<file path="src/rtl/piezo_pkg.sv">
// Shared definitions for the piezo tone generator: FSM state codes, the
// note frequency table and the half-period helper used to build the ROM.
package piezo_pkg;

  // FSM state encoding, also visible on the state_dbg port
  localparam logic [1:0] ST_SILENT = 2'd0;
  localparam logic [1:0] ST_GAP    = 2'd1;
  localparam logic [1:0] ST_TONE   = 2'd2;

  // Note frequency in milli-Hz for codes 1..8 (C4 D4 E4 F4 G4 A4 B4 C5).
  // Centi-Hz is too coarse to land C4 on 95556 at 50 MHz, so one extra
  // decimal digit is carried. Rest codes return 0.
  function automatic longint note_freq_mhz(input int code);
    case (code)
      1:       return 64'd261626;
      2:       return 64'd293665;
      3:       return 64'd329628;
      4:       return 64'd349228;
      5:       return 64'd391995;
      6:       return 64'd440000;
      7:       return 64'd493880;
      8:       return 64'd523251;
      default: return 64'd0;
    endcase
  endfunction

  // Rounded half-period in clock cycles: round(clk_hz / (2 * f)).
  function automatic int half_period(input longint clk_hz, input int code);
    longint f;
    f = note_freq_mhz(code);
    if (f == 0) return 0;
    return int'((clk_hz * 1000 + f) / (2 * f));
  endfunction

endpackage

</file>
<file path="src/rtl/piezo_hp_rom.sv">
// Combinational note-code to half-period lookup, built at elaboration time.
module piezo_hp_rom
  import piezo_pkg::*;
#(
  parameter int CLK_HZ = 50_000_000,
  parameter int HP_W   = 17
) (
  input  logic [3:0]      code,
  output logic [HP_W-1:0] hp
);

  // Every half-period must fit in the counter; C4 is the largest
  for (genvar i = 1; i <= 8; i++) begin : g_chk
    if (longint'(half_period(CLK_HZ, i)) >= (longint'(1) << HP_W)) begin : g_bad
      $error("piezo_hp_rom: HP_W too small for note code %0d", i);
    end
  end

  // Table lookup; rest codes give 0 and are never loaded by the FSM
  always_comb begin
    hp = '0;
    case (code)
      4'd1: hp = HP_W'(half_period(CLK_HZ, 1));
      4'd2: hp = HP_W'(half_period(CLK_HZ, 2));
      4'd3: hp = HP_W'(half_period(CLK_HZ, 3));
      4'd4: hp = HP_W'(half_period(CLK_HZ, 4));
      4'd5: hp = HP_W'(half_period(CLK_HZ, 5));
      4'd6: hp = HP_W'(half_period(CLK_HZ, 6));
      4'd7: hp = HP_W'(half_period(CLK_HZ, 7));
      4'd8: hp = HP_W'(half_period(CLK_HZ, 8));
      default: hp = '0;
    endcase
  end

endmodule

</file>
<file path="src/rtl/piezo_tone_gen.sv">
// Piezo tone generator: note code in, glitch-free square wave out, with a
// silent gap between different notes so consecutive notes articulate.
// All outputs are registered. There is no handshake: note_code and enable
// are level inputs sampled on every rising clk edge.
module piezo_tone_gen
  import piezo_pkg::*;
#(
  parameter int CLK_HZ     = 50_000_000,
  parameter int GAP_CYCLES = 2_500_000,
  parameter int HP_W       = 17
) (
  input  logic       clk,
  input  logic       reset,
  input  logic       enable,
  input  logic [3:0] note_code,
  output logic       piezo_out,
  output logic       note_active,
  output logic [3:0] cur_note,
  output logic       note_start,
  output logic [1:0] state_dbg
);

  localparam int GW = (GAP_CYCLES > 0) ? $clog2(GAP_CYCLES + 1) : 1;
  localparam logic [GW-1:0] GAP_LAST = GW'((GAP_CYCLES > 0) ? GAP_CYCLES - 1 : 0);

  logic [1:0]      state;
  logic [HP_W-1:0] hp_cnt;
  logic [HP_W-1:0] hp_reg;
  logic [HP_W-1:0] rom_hp;
  logic [GW-1:0]   gap_cnt;
  logic            code_ok;
  logic            hp_done;
  logic            go_tone;
  logic            go_gap;
  logic            go_silent;

  piezo_hp_rom #(.CLK_HZ(CLK_HZ), .HP_W(HP_W)) u_rom (
    .code (note_code),
    .hp   (rom_hp)
  );

  assign code_ok   = enable && (note_code >= 4'd1) && (note_code <= 4'd8);
  assign hp_done   = (hp_cnt == hp_reg - HP_W'(1));
  assign state_dbg = state;

  // Transition decisions; priority is disable/rest, then note change, then toggle.
  // Leaving GAP always uses the code present on the last gap cycle: any
  // invalid code would already have sent us to SILENT, so that code is the
  // most recent valid one and no separate pending register is needed.
  always_comb begin
    go_tone   = 1'b0;
    go_gap    = 1'b0;
    go_silent = 1'b0;
    case (state)
      ST_SILENT: go_tone = code_ok;
      ST_TONE: begin
        if (!code_ok) begin
          go_silent = 1'b1;
        end else if (note_code != cur_note) begin
          if (GAP_CYCLES > 0) go_gap  = 1'b1;
          else                go_tone = 1'b1;
        end
      end
      ST_GAP: begin
        if (!code_ok)                 go_silent = 1'b1;
        else if (gap_cnt == GAP_LAST) go_tone   = 1'b1;
      end
      default: go_silent = 1'b1;
    endcase
  end

  // State, counters and registered outputs
  always_ff @(posedge clk) begin
    if (!reset) begin
      state       <= ST_SILENT;
      hp_cnt      <= '0;
      hp_reg      <= '0;
      gap_cnt     <= '0;
      piezo_out   <= 1'b0;
      note_active <= 1'b0;
      cur_note    <= 4'd0;
      note_start  <= 1'b0;
    end else if (go_tone) begin
      state       <= ST_TONE;
      hp_reg      <= rom_hp;
      hp_cnt      <= '0;
      gap_cnt     <= '0;
      piezo_out   <= 1'b1;
      note_active <= 1'b1;
      cur_note    <= note_code;
      note_start  <= 1'b1;
    end else if (go_silent || go_gap) begin
      state       <= go_gap ? ST_GAP : ST_SILENT;
      hp_cnt      <= '0;
      gap_cnt     <= '0;
      piezo_out   <= 1'b0;
      note_active <= 1'b0;
      cur_note    <= 4'd0;
      note_start  <= 1'b0;
    end else begin
      note_start <= 1'b0;
      if (state == ST_TONE) begin
        if (hp_done) begin
          piezo_out <= ~piezo_out;
          hp_cnt    <= '0;
        end else begin
          hp_cnt <= hp_cnt + HP_W'(1);
        end
      end else if (state == ST_GAP) begin
        gap_cnt <= gap_cnt + GW'(1);
      end
    end
  end

endmodule

</file>
<file path="config.mk">
export PLATFORM = sky130hd
export DESIGN_NAME = piezo_tone_gen
export DESIGN_NICKNAME = d
export VERILOG_FILES = /design/src/rtl/piezo_pkg.sv /design/src/rtl/piezo_hp_rom.sv /design/src/rtl/piezo_tone_gen.sv
export SDC_FILE = /design/constraint.sdc
export NUM_CORES = 1
export LEC_CHECK = 0
export CAP_MARGIN = 15
export CORE_ASPECT_RATIO = 1.75
export CORE_MARGIN = 2
export CORE_UTILIZATION = 35
export DETAILED_ROUTE_END_ITERATION = 6
export PLACE_DENSITY = 0.5
export SYNTH_ARGS = -nofsm -noshare
export SYNTH_HDL_FRONTEND = slang
export SYNTH_HIERARCHICAL = 1
export SYNTH_SLANG_ARGS = --single-unit
</file>
<file path="constraint.sdc">
create_clock -name clk -period 5 [get_ports clk]
set_clock_uncertainty 0.1 [all_clocks]
set_input_delay 1.5 -clock clk [delete_from_list [all_inputs] [get_ports clk]]
set_output_delay 1.5 -clock clk [all_outputs]
set_load 0.005 [all_outputs]
</file>
* Yosys cells after proc, flatten, opt, wreduce, memory -nomap -nowiden
Memory sizes are Yosys's and may differ from the RTL's. A register that Yosys moved wholly into a read port is not among the register bits.
Cells that the tools add are included.
W data, S select, Z words.
** Cells by class
- $add $sub $neg :: 3
- Order comparisons :: 2
- Equal/unequal tests :: 5
- Mux-type cells :: 21
- Bitwise logic cells :: 3
- Reduce and logical (&&, ||, !) cells :: 13
** Operator list (number)
- $add A22 B1 Y22 const B :: 1
- $eq A22 B22 Y1 const B :: 1
- $add A17 B1 Y17 const B :: 1
- $eq A17 B17 Y1 :: 1
- $mux W17 :: 1
- $sub A17 B1 Y17 const B :: 1
- $mux W1 :: 14
- $mux W4 :: 2
- $reduce_bool A3 Y1 :: 2
- $ge A4 B1 Y1 const B :: 1
- $le A4 B4 Y1 const B :: 1
- $mux W2 :: 2
- $ne A4 B4 Y1 :: 1
- $pmux W1 S2 :: 2
- $reduce_and A2 Y1 :: 2
- $reduce_or A2 Y1 :: 2
- $not A1 Y1 :: 3
- $reduce_or A3 Y1 :: 1
- $eq A2 B1 Y1 const B :: 1
- $eq A2 B2 Y1 const B :: 1
- $logic_and A1 B1 Y1 :: 2
- $logic_not A2 Y1 :: 1
- $reduce_bool A2 Y1 :: 1
- $logic_not A1 Y1 :: 1
- $logic_or A1 B1 Y1 :: 1
** Storage, ports and cells
- Flip-flop bits (word level) :: 48
- Bits in read-only memories :: 272
- Bits of input ports :: 7
- Output and inout bits :: 9
- Logic and storage cells :: 56
- Memories :: 1
** Memories
- (name not given) :: words 16, width 17, read ports 1, clocked after memory_dff 1, write ports 0, line piezo_hp_rom.sv:22 : case (code)

* Depth between registers and ports, before layout
Gate-level depths: netlist (run 1).
- Depth in word-level cells :: 8
- Gate-level depth with buffers :: 10
- Gate-level depth less buffers :: 8

* Modules after synthesis
The synthesis (run 1) kept the hierarchy.
** Modules (own cells, without submodules)
- piezo_tone_gen :: instances 1, cells each 393, area an instance 3518.4 µm², sequential area each 1281.2 µm²
- piezo_hp_rom :: instances 1, cells each 49, area an instance 357.8 µm², sequential area each 0.0 µm²

* Least setup slack after synthesis (run 1)
Ideal clock, no wire load.
- Path type :: input-to-reg
- Start :: in note_code[2]
- End :: reg gap_cnt[11]
- Library setup time :: 65 ps
- Arrival time :: 3305 ps
- Data required time :: 4835 ps
- Slack :: 1529 ps
- Cell stages on the path :: 8
- Buffers on the path :: 2
- Cells stage by stage :: or4_1 and3_1 and3_1 nor3b_1 nand2b_1 buf_6 clkbuf_1 nor2_1
** Between the ends
- Cells in the longest elaborated chain, start to end :: 7
- Elaborated cells on any way between the ends :: 14
- Those cells by class :: order compare: 2; eq/ne: 1; mux: 7; reduce/logical: 4
** RTL lines
- from (decl) :: line piezo_tone_gen.sv:15 : input logic [3:0] note_code,
- $ge A4 B1 Y1 :: line piezo_tone_gen.sv:42 : assign code_ok = enable && (note_code >= 4'd1) && (note_code <= 4'd8);
- $logic_and A1 B1 Y1 (2 in series) :: line piezo_tone_gen.sv:42
- $mux W1, on equally long branches :: line piezo_tone_gen.sv:57, piezo_tone_gen.sv:65
- $pmux W1 S2 / $mux W1 (equally long branches) :: line piezo_tone_gen.sv:54 : case (state)
- $logic_or A1 B1 Y1 :: line piezo_tone_gen.sv:92 : end else if (go_silent || go_gap) begin
- $reduce_or A3 Y1 (no line) *
- to (signal assigned) :: line piezo_tone_gen.sv:110 : gap_cnt <= gap_cnt + GW'(1);
- to (decl) :: line piezo_tone_gen.sv:30 : logic [GW-1:0] gap_cnt;
Every way passes the cells marked *; elsewhere a longest branch is shown, timed or not.
A chain may end at the register's enable or synchronous reset.

* Worst setup path in the final report (run 1)
- Start :: in note_code[2]
- End :: reg hp_cnt[14]
** Between the ends
- Cells in the longest elaborated chain, start to end :: 7
- Elaborated cells on any way between the ends :: 14
- Those cells by class :: order compare: 2; eq/ne: 1; mux: 7; reduce/logical: 4
** RTL lines
- $ge A4 B1 Y1 :: line piezo_tone_gen.sv:42
- $logic_and A1 B1 Y1 (2 in series) :: line piezo_tone_gen.sv:42
- $mux W1, on equally long branches :: line piezo_tone_gen.sv:57, piezo_tone_gen.sv:65
- $pmux W1 S2 / $mux W1 (equally long branches) :: line piezo_tone_gen.sv:54
- $logic_or A1 B1 Y1 :: line piezo_tone_gen.sv:92
- $reduce_or A3 Y1 (no line) *
- to (signal assigned) :: line piezo_tone_gen.sv:107 : hp_cnt <= hp_cnt + HP_W'(1);
- to (decl) :: line piezo_tone_gen.sv:27 : logic [HP_W-1:0] hp_cnt;
Marks and branches as above.

==> results of run 1 <==
-- worst min-delay path by stage --
stage | slack, ns | cells after the start | endpoint | startpoint
4_1_cts | 0.41 | 2 | gap_cnt[21]$_SDFFE_PP0P_ | gap_cnt[21]$_SDFFE_PP0P_
6_report | 0.41 | 2 | gap_cnt[21]$_SDFFE_PP0P_ | gap_cnt[21]$_SDFFE_PP0P_
5_1_grt | 0.43 | 2 | gap_cnt[21]$_SDFFE_PP0P_ | gap_cnt[21]$_SDFFE_PP0P_
3_3_place_gp | 0.39 | 2 | gap_cnt[21]$_SDFFE_PP0P_ | gap_cnt[21]$_SDFFE_PP0P_
2_1_floorplan | 0.37 | 2 | gap_cnt[21]$_SDFFE_PP0P_ | gap_cnt[21]$_SDFFE_PP0P_
3_5_place_dp | 0.39 | 2 | gap_cnt[21]$_SDFFE_PP0P_ | gap_cnt[21]$_SDFFE_PP0P_
-- stage by stage --
| step | utilization | setup WS [ns] |
|---|---|---|
| 4_1_cts | 0.412 | 1.11 |
| 6_report | 0.412 | 1.08 |
| 2_1_floorplan | - | 1.53 |
| 3_5_place_dp | 0.380 | 0.778 |
| 5_1_grt | 0.412 | 0.921 |
| 3_3_place_gp | 0.380 | 0.891 |
-- area by class of cell --
cell class	instances	area, um2
inverter	11	41.3
timing repair buffer	21	195
tap	130	163
sequential	64	1280
clock buffer	11	243
clock inverter	5	104
multi-input combinational	345	2410
fill	1086	6330
-- report_power, final --
| part | total (mW) | switching [mW] | leakage (nW) | internal (mW) |
|---|---|---|---|---|
| clock network | 0.734 | 0.233 | 0.170 | 0.501 |
| registers | 0.535 | 0.0138 | 0.517 | 0.521 |
| logic | 0.198 | 0.110 | 0.877 | 0.0883 |
| total | 1.47 | 0.357 | 1.56 | 1.11 |
-- kinds of logic after synthesis --
logic type,synth area share
buf+inv,0.0484
simple gates,0.293
mux,0.0620
xor+xnor,0.137
compound gates,0.0836
flops,0.331
fa+ha+maj,0.0452
-- layer usage --
metal,share of wire,GRT usage,vias to the layer above
li1,-,-,1577
met2,0.55,0.297,54
met5,0,0,-
met3,0.019,0.0237,27
met4,0.047,0.110,0
met1,0.39,0.163,1449
-- critical path, delay by kind of cell --
| family | cells | cell delay [ns] |
|---|---|---|
| and+or+nand+nor | 6 | 1.75 |
| buffers and inverters | 2 | 0.79 |
-- synthesized netlist by cell type, types with 2 or more instances --
master | number | area share
or3b_2 | 2 | 0.0045
nor4_1 | 9 | 0.015
nor3_1 | 26 | 0.034
o2bb2ai_1 | 2 | 0.0045
xor2_1 | 27 | 0.061
a21oi_1 | 13 | 0.017
nor2b_1 | 19 | 0.031
or4_4 | 2 | 0.0058
nand2b_1 | 11 | 0.018
o22ai_1 | 4 | 0.0065
xnor2_1 | 31 | 0.070
or4_1 | 4 | 0.0077
and4_1 | 2 | 0.0045
inv_1 | 11 | 0.011
dfxtp_1 | 64 | 0.33
nand2_1 | 26 | 0.025
clkbuf_1 | 10 | 0.0097
buf_2 | 3 | 0.0039
nor3b_1 | 6 | 0.012
and2_1 | 5 | 0.0081
nor4_4 | 2 | 0.011
buf_6 | 7 | 0.020
nor2_1 | 42 | 0.041
and3_1 | 7 | 0.011
ha_1 | 14 | 0.045
a211oi_1 | 2 | 0.0039
nand4_1 | 9 | 0.015
o21a_1 | 2 | 0.0039
mux2i_1 | 24 | 0.062
o41ai_1 | 2 | 0.0045
o31ai_1 | 3 | 0.0058
a22o_1 | 4 | 0.0090
buf_4 | 2 | 0.0039
nand3b_1 | 2 | 0.0039
nand3_1 | 13 | 0.017
o211ai_1 | 2 | 0.0039
o21ai_0 | 3 | 0.0039
or3_1 | 7 | 0.011
==> flow_summary_export.csv, run 1 <==
group,metric,value,unit
route,routed_wirelength,9.03,mm
route,drt-initial-drc-count,136,
grt,grt_pass1_wl,15.1,mm
cts,cts_setup_buffers,0,
route,via_per_inst,5.29,
setup_path,r2r_cells,6,
sta,hold_viol,0,
die,die_h,143,um
route,wl_per_cell,15.4,um
yosys,ys_ff_latch,64,
power,power.density,331,nW/um2
finish,largest_reg_flops,22,
setup_path,cp_slowest_stage_delay,0.55,ns
outcome,outcome,"complete, no violations",
setup_path,cp-start-kind,"primary input",
yosys,synth_edf_count,0,
cts,clkTransAtPathRegs,0.06,ns
cts,hold_buffers,0,
power,p_leak,1.56,nW
finish,final_area,4430,um2
cts,clock_latency,0.33,ns
placed_design,dpl.hpwl,6.84,mm
run,maxCapViolations,0,
min_path,hp-class,"reg2reg",
cts,cts.sink_count,64,
sta,period_minus_slack,3.92,ns
placed_design,numPortBuffers,15,
finish,post_route_cells_drive_above_1_share,0.0678,
yosys,synth_nets,463,
cts,cts_buffers,9,
route,first_pass_iters,4,
cts,clock_tree.buffer_depth,2,
die,boundaryPins,16,
setup_path,path_cells,"clkdlybuf4s50_1 -> or4_1 -> and3_1 -> and3_1 -> nor3b_1 -> nand2b_1 -> buf_4 -> nor3_1",
yosys,synthArstFlopShare,0,
power,ir_drop,0.000163,V
finish,fin_cells,587,
setup_path,r2r-start,"hp_reg[2]$_SDFFE_PN0P_",
yosys,yosysWarnings,6,
setup_path,worstSetupPathType,"in2reg",
setup_path,setup.worst_path.end,"hp_cnt[14]$_SDFFE_PP0P_",
setup_path,r2r-end,"hp_cnt[14]$_SDFFE_PP0P_",
grt,grt_antenna_before_repair,0,
placed_design,dp.cells,571,
yosys,synth_seq_area_share,0.331,
yosys,synth_area,3880,um2
sta,setup_tns,0,ns
route,ant_nets,0,
setup_path,cp_max_fo,39,
cts,clock-root-buffer,"clkbuf_16",
setup_path,cpMostUsedCell,"and3_1",
sta,drv_slew,0,
setup_path,reg2reg_slack,1.64,ns
die,die_area,12000,um2
route,drc,0,
yosys,synthDistinctLibCells,56,
grt,grt_overflow,0,
yosys,synth_cells,442,
yosys,avgSynthCellArea,8.77,um2
route,num_vias,3107,
cts,cts_tree,"built",
finish,final_cell_mix,"dfxtp_1, nor2_1, xnor2_1, xor2_1",
finish,nets,473,
sta,holdWs,0.413,ns
sta,finalSetupViolations,0,
setup_path,cp_slowest_cell,"or4_1",
grt,grt_max_degree,40,
die,die_width,83.6,um
yosys,synth_top_flop_cell,"dfxtp_1",
cts,htree_levels,3,
cts,cts-resized-gates,0,
finish,layout_commonest_cell,"dfxtp_1",
setup_path,crit_path_start,"note_code[2]",
finish,n_antenna_cell,0,
placed_design,globalplace.congestion,0.861,
die,rows,50,
setup_path,arrival,4.06,ns
die,start_util,0.360,
setup_path,end_kind,"register",
sta,clock.fmax,0.255,GHz
die,core_region_area,10800,um2
grt,grt_pass1_vias,3097,
power,power.total,1.47,mW
sta,post-route-period-util,0.783,
finish,synthToLayoutAreaGrowth,14.4,%
grt,grtUsageTotal,0.160,
sta,rsz0062_at_grt,"no",
sta,slew_headroom,0.456,
placed_design,place_area,4090,um2
setup_path,crit_required,5.15,ns
sta,worst_slew_pin_slew,0.810,ns
No activity file was read; power rests on OpenSTA's default activity.
==> run 2, diff against run 1 <==
==> constraint.sdc (replaced) <==
create_clock -name clk -period 3.7 [get_ports clk]
set_clock_uncertainty 0.1 [all_clocks]
set_input_delay 1.11 -clock clk [delete_from_list [all_inputs] [get_ports clk]]
set_output_delay 1.11 -clock clk [all_outputs]
set_load 0.005 [all_outputs]
==> run 2 against run 1 <==
Non-clock buffer count rose by 3; clock-buffer cell count is the same; sequential share of layout area fell by 0.073 points; combinational power grew 39%; total power rose by 31%.
==> flow_summary_export.csv, run 2 (synthesis results as in run 1) <==
group,metric,value,unit
outcome,outcome,"complete, no violations",
cts,htree_levels,3,
setup_path,crit_required,3.88,ns
sta,clock.fmax,0.316,GHz
route,wl_per_cell,15.3,um
cts,clock_latency,0.34,ns
route,drt-initial-drc-count,121,
setup_path,cp_max_fo,4,
setup_path,cp-start-kind,"primary input",
min_path,hp-start,"gap_cnt[4]$_SDFFE_PP0P_",
placed_design,dp_slack,0.206,ns
power,ir_drop,0.000224,V
sta,finalSetupViolations,0,
cts,clock_tree.buffer_depth,2,
sta,slew_headroom,0.505,
cts,cts-resized-gates,0,
grt,grt_overflow,0,
setup_path,reg2reg_slack,0.66,ns
finish,fillerInstances,1118,
run,maxCapViolations,0,
finish,n_antenna_cell,0,
power,p_leak,1.57,nW
die,die_width,83.6,um
sta,rsz0062_at_grt,"no",
finish,fin_util,0.413,
placed_design,numPortBuffers,15,
die,rows,50,
setup_path,worst-path-buf-inv,2,
grt,grtUsageTotal,0.159,
setup_path,crit_path_start,"note_code[2]",
finish,synthToLayoutAreaGrowth,14.7,%
die,boundaryPins,16,
die,core_region_area,10800,um2
grt,grt_max_degree,40,
sta,post-route-period-util,0.854,
placed_design,dpl.hpwl,6.84,mm
finish,post_route_cells_drive_above_1_share,0.0739,
finish,seqCellArea,1280,um2
placed_design,dp.cells,574,
cts,clkTransAtPathRegs,0.06,ns
sta,period_minus_slack,3.16,ns
setup_path,r2r-start,"hp_reg[0]$_SDFFE_PN0P_",
route,num_vias,3087,
cts,cts_buffers,9,
setup_path,cp_top_family,"simple AND/OR/NAND/NOR gates",
finish,nets,476,
finish,final_cell_mix,"dfxtp_1, nor2_1, xnor2_1, xor2_1",
route,routed_wirelength,9.03,mm
finish,multi_input_area,2410,um2
sta,setup_tns,0,ns
setup_path,worstSetupPathType,"in2reg",
route,ant_nets,0,
cts,cts.sink_count,64,
power,power.density,432,nW/um2
sta,drv_slew,0,
finish,fin_cells,590,
setup_path,end_kind,"register",
route,via_per_inst,5.23,
grt,grt_pass1_wl,15.0,mm
setup_path,cp_slowest_stage_delay,0.54,ns
sta,worst_slew_pin_slew,0.742,ns
cts,cts_tree,"built",
cts,cts_setup_buffers,0,
setup_path,cp_slowest_cell,"or4_1",
sta,fin_ws,0.540,ns
min_path,hp-class,"reg2reg",
cts,clock-root-buffer,"clkbuf_16",
cts,hold_buffers,0,
route,first_pass_iters,4,
die,die_h,143,um
grt,grt_pass1_vias,3096,
finish,layout_commonest_cell,"dfxtp_1",
setup_path,path_cells,"clkdlybuf4s50_1 -> or4_1 -> and3_1 -> and3_1 -> nor3b_1 -> buf_4 -> nor2b_1 -> a22o_1",
finish,largest_reg_flops,22,
grt,grt_antenna_before_repair,0,
die,start_util,0.360,
setup_path,arrival,3.34,ns
placed_design,globalplace.congestion,0.871,
die,die_area,12000,um2
setup_path,cpMostUsedCell,"and3_1",
sta,hold_viol,0,
route,drc,0,
run 2: cell count changes in the layout (fill, tap and decap cells not counted), sizes merged:
cell      change
clkinv        -1
clkinvlp      +2
buf           +3
bufinv        -1
run 2: report_power, final:
| group | internal (mW) | switching (mW) | leakage (nW) |
|---|---|---|---|
| Combinational | 0.126 | 0.150 | 0.898 |
| Clock | 0.607 | 0.314 | 0.152 |
| Sequential | 0.704 | 0.0187 | 0.517 |
run 2: final cells by class:
| class | count | share of cell area |
|---|---|---|
| multi-input cells | 345 | 0.542 |
| flip-flops and latches | 64 | 0.288 |
| clock buffers | 11 | 0.0546 |
| repair buffers | 24 | 0.0518 |
| well taps | 130 | 0.0366 |
| clock inverters | 5 | 0.0180 |
| inverters | 11 | 0.00929 |
run 2: final timing paths:
| check | to | depth (start not counted) |
|---|---|---|
| worst max-delay path | cur_note[2]$_SDFFE_PN0P_ | 8 |
| worst min-delay path | gap_cnt[4]$_SDFFE_PP0P_ | 2 |
| worst max register to register | piezo_out$_SDFFE_PN0P_ | 8 |
| worst min register to register | gap_cnt[4]$_SDFFE_PP0P_ | 2 |
run 2: metrics by stage:
| stage | hold slack [ns] | instance area [um2] | total power [mW] |
|---|---|---|---|
| 5_1_grt | 0.440 | 4450 | 1.99 |
| 3_5_place_dp | 0.402 | 4120 | 1.01 |
| 6_report | 0.415 | 4450 | 1.92 |
| 2_1_floorplan | 0.371 | 3880 | 0.936 |
| 3_3_place_gp | 0.390 | 4120 | 1.01 |
| 4_1_cts | 0.418 | 4450 | 1.94 |
run 2: worst register-to-register path, cell delays in order (launching register included):
cell	delay, ns
dfxtp_1	0.34
inv_1	0.07
ha_1	0.21
nor3b_1	0.64
nand2_1	0.21
a211o_1	0.31
or4_4	0.47
o311ai_0	0.41
o211ai_1	0.14
run 2: per-layer routing:
layer / vias to the layer above / global-route usage / part of all wire
met2: 37 / 0.309 / 0.56
li1: 1576 / - / -
met3: 19 / 0.0243 / 0.017
met5: - / 0 / 0
met1: 1455 / 0.160 / 0.40
met4: 0 / 0.0900 / 0.031
==> run 3, diff against run 2 <==
--- a/config.mk
+++ b/config.mk
@@ -5,7 +5,7 @@
 export SDC_FILE = /design/constraint.sdc
 export NUM_CORES = 1
 export LEC_CHECK = 0
-export CAP_MARGIN = 15
+export CAP_MARGIN = 20
 export CORE_ASPECT_RATIO = 1.75
 export CORE_MARGIN = 2
 export CORE_UTILIZATION = 35
==> results of run 3 <==
The final DEF is identical to that of run 2; final timing and power are the same.
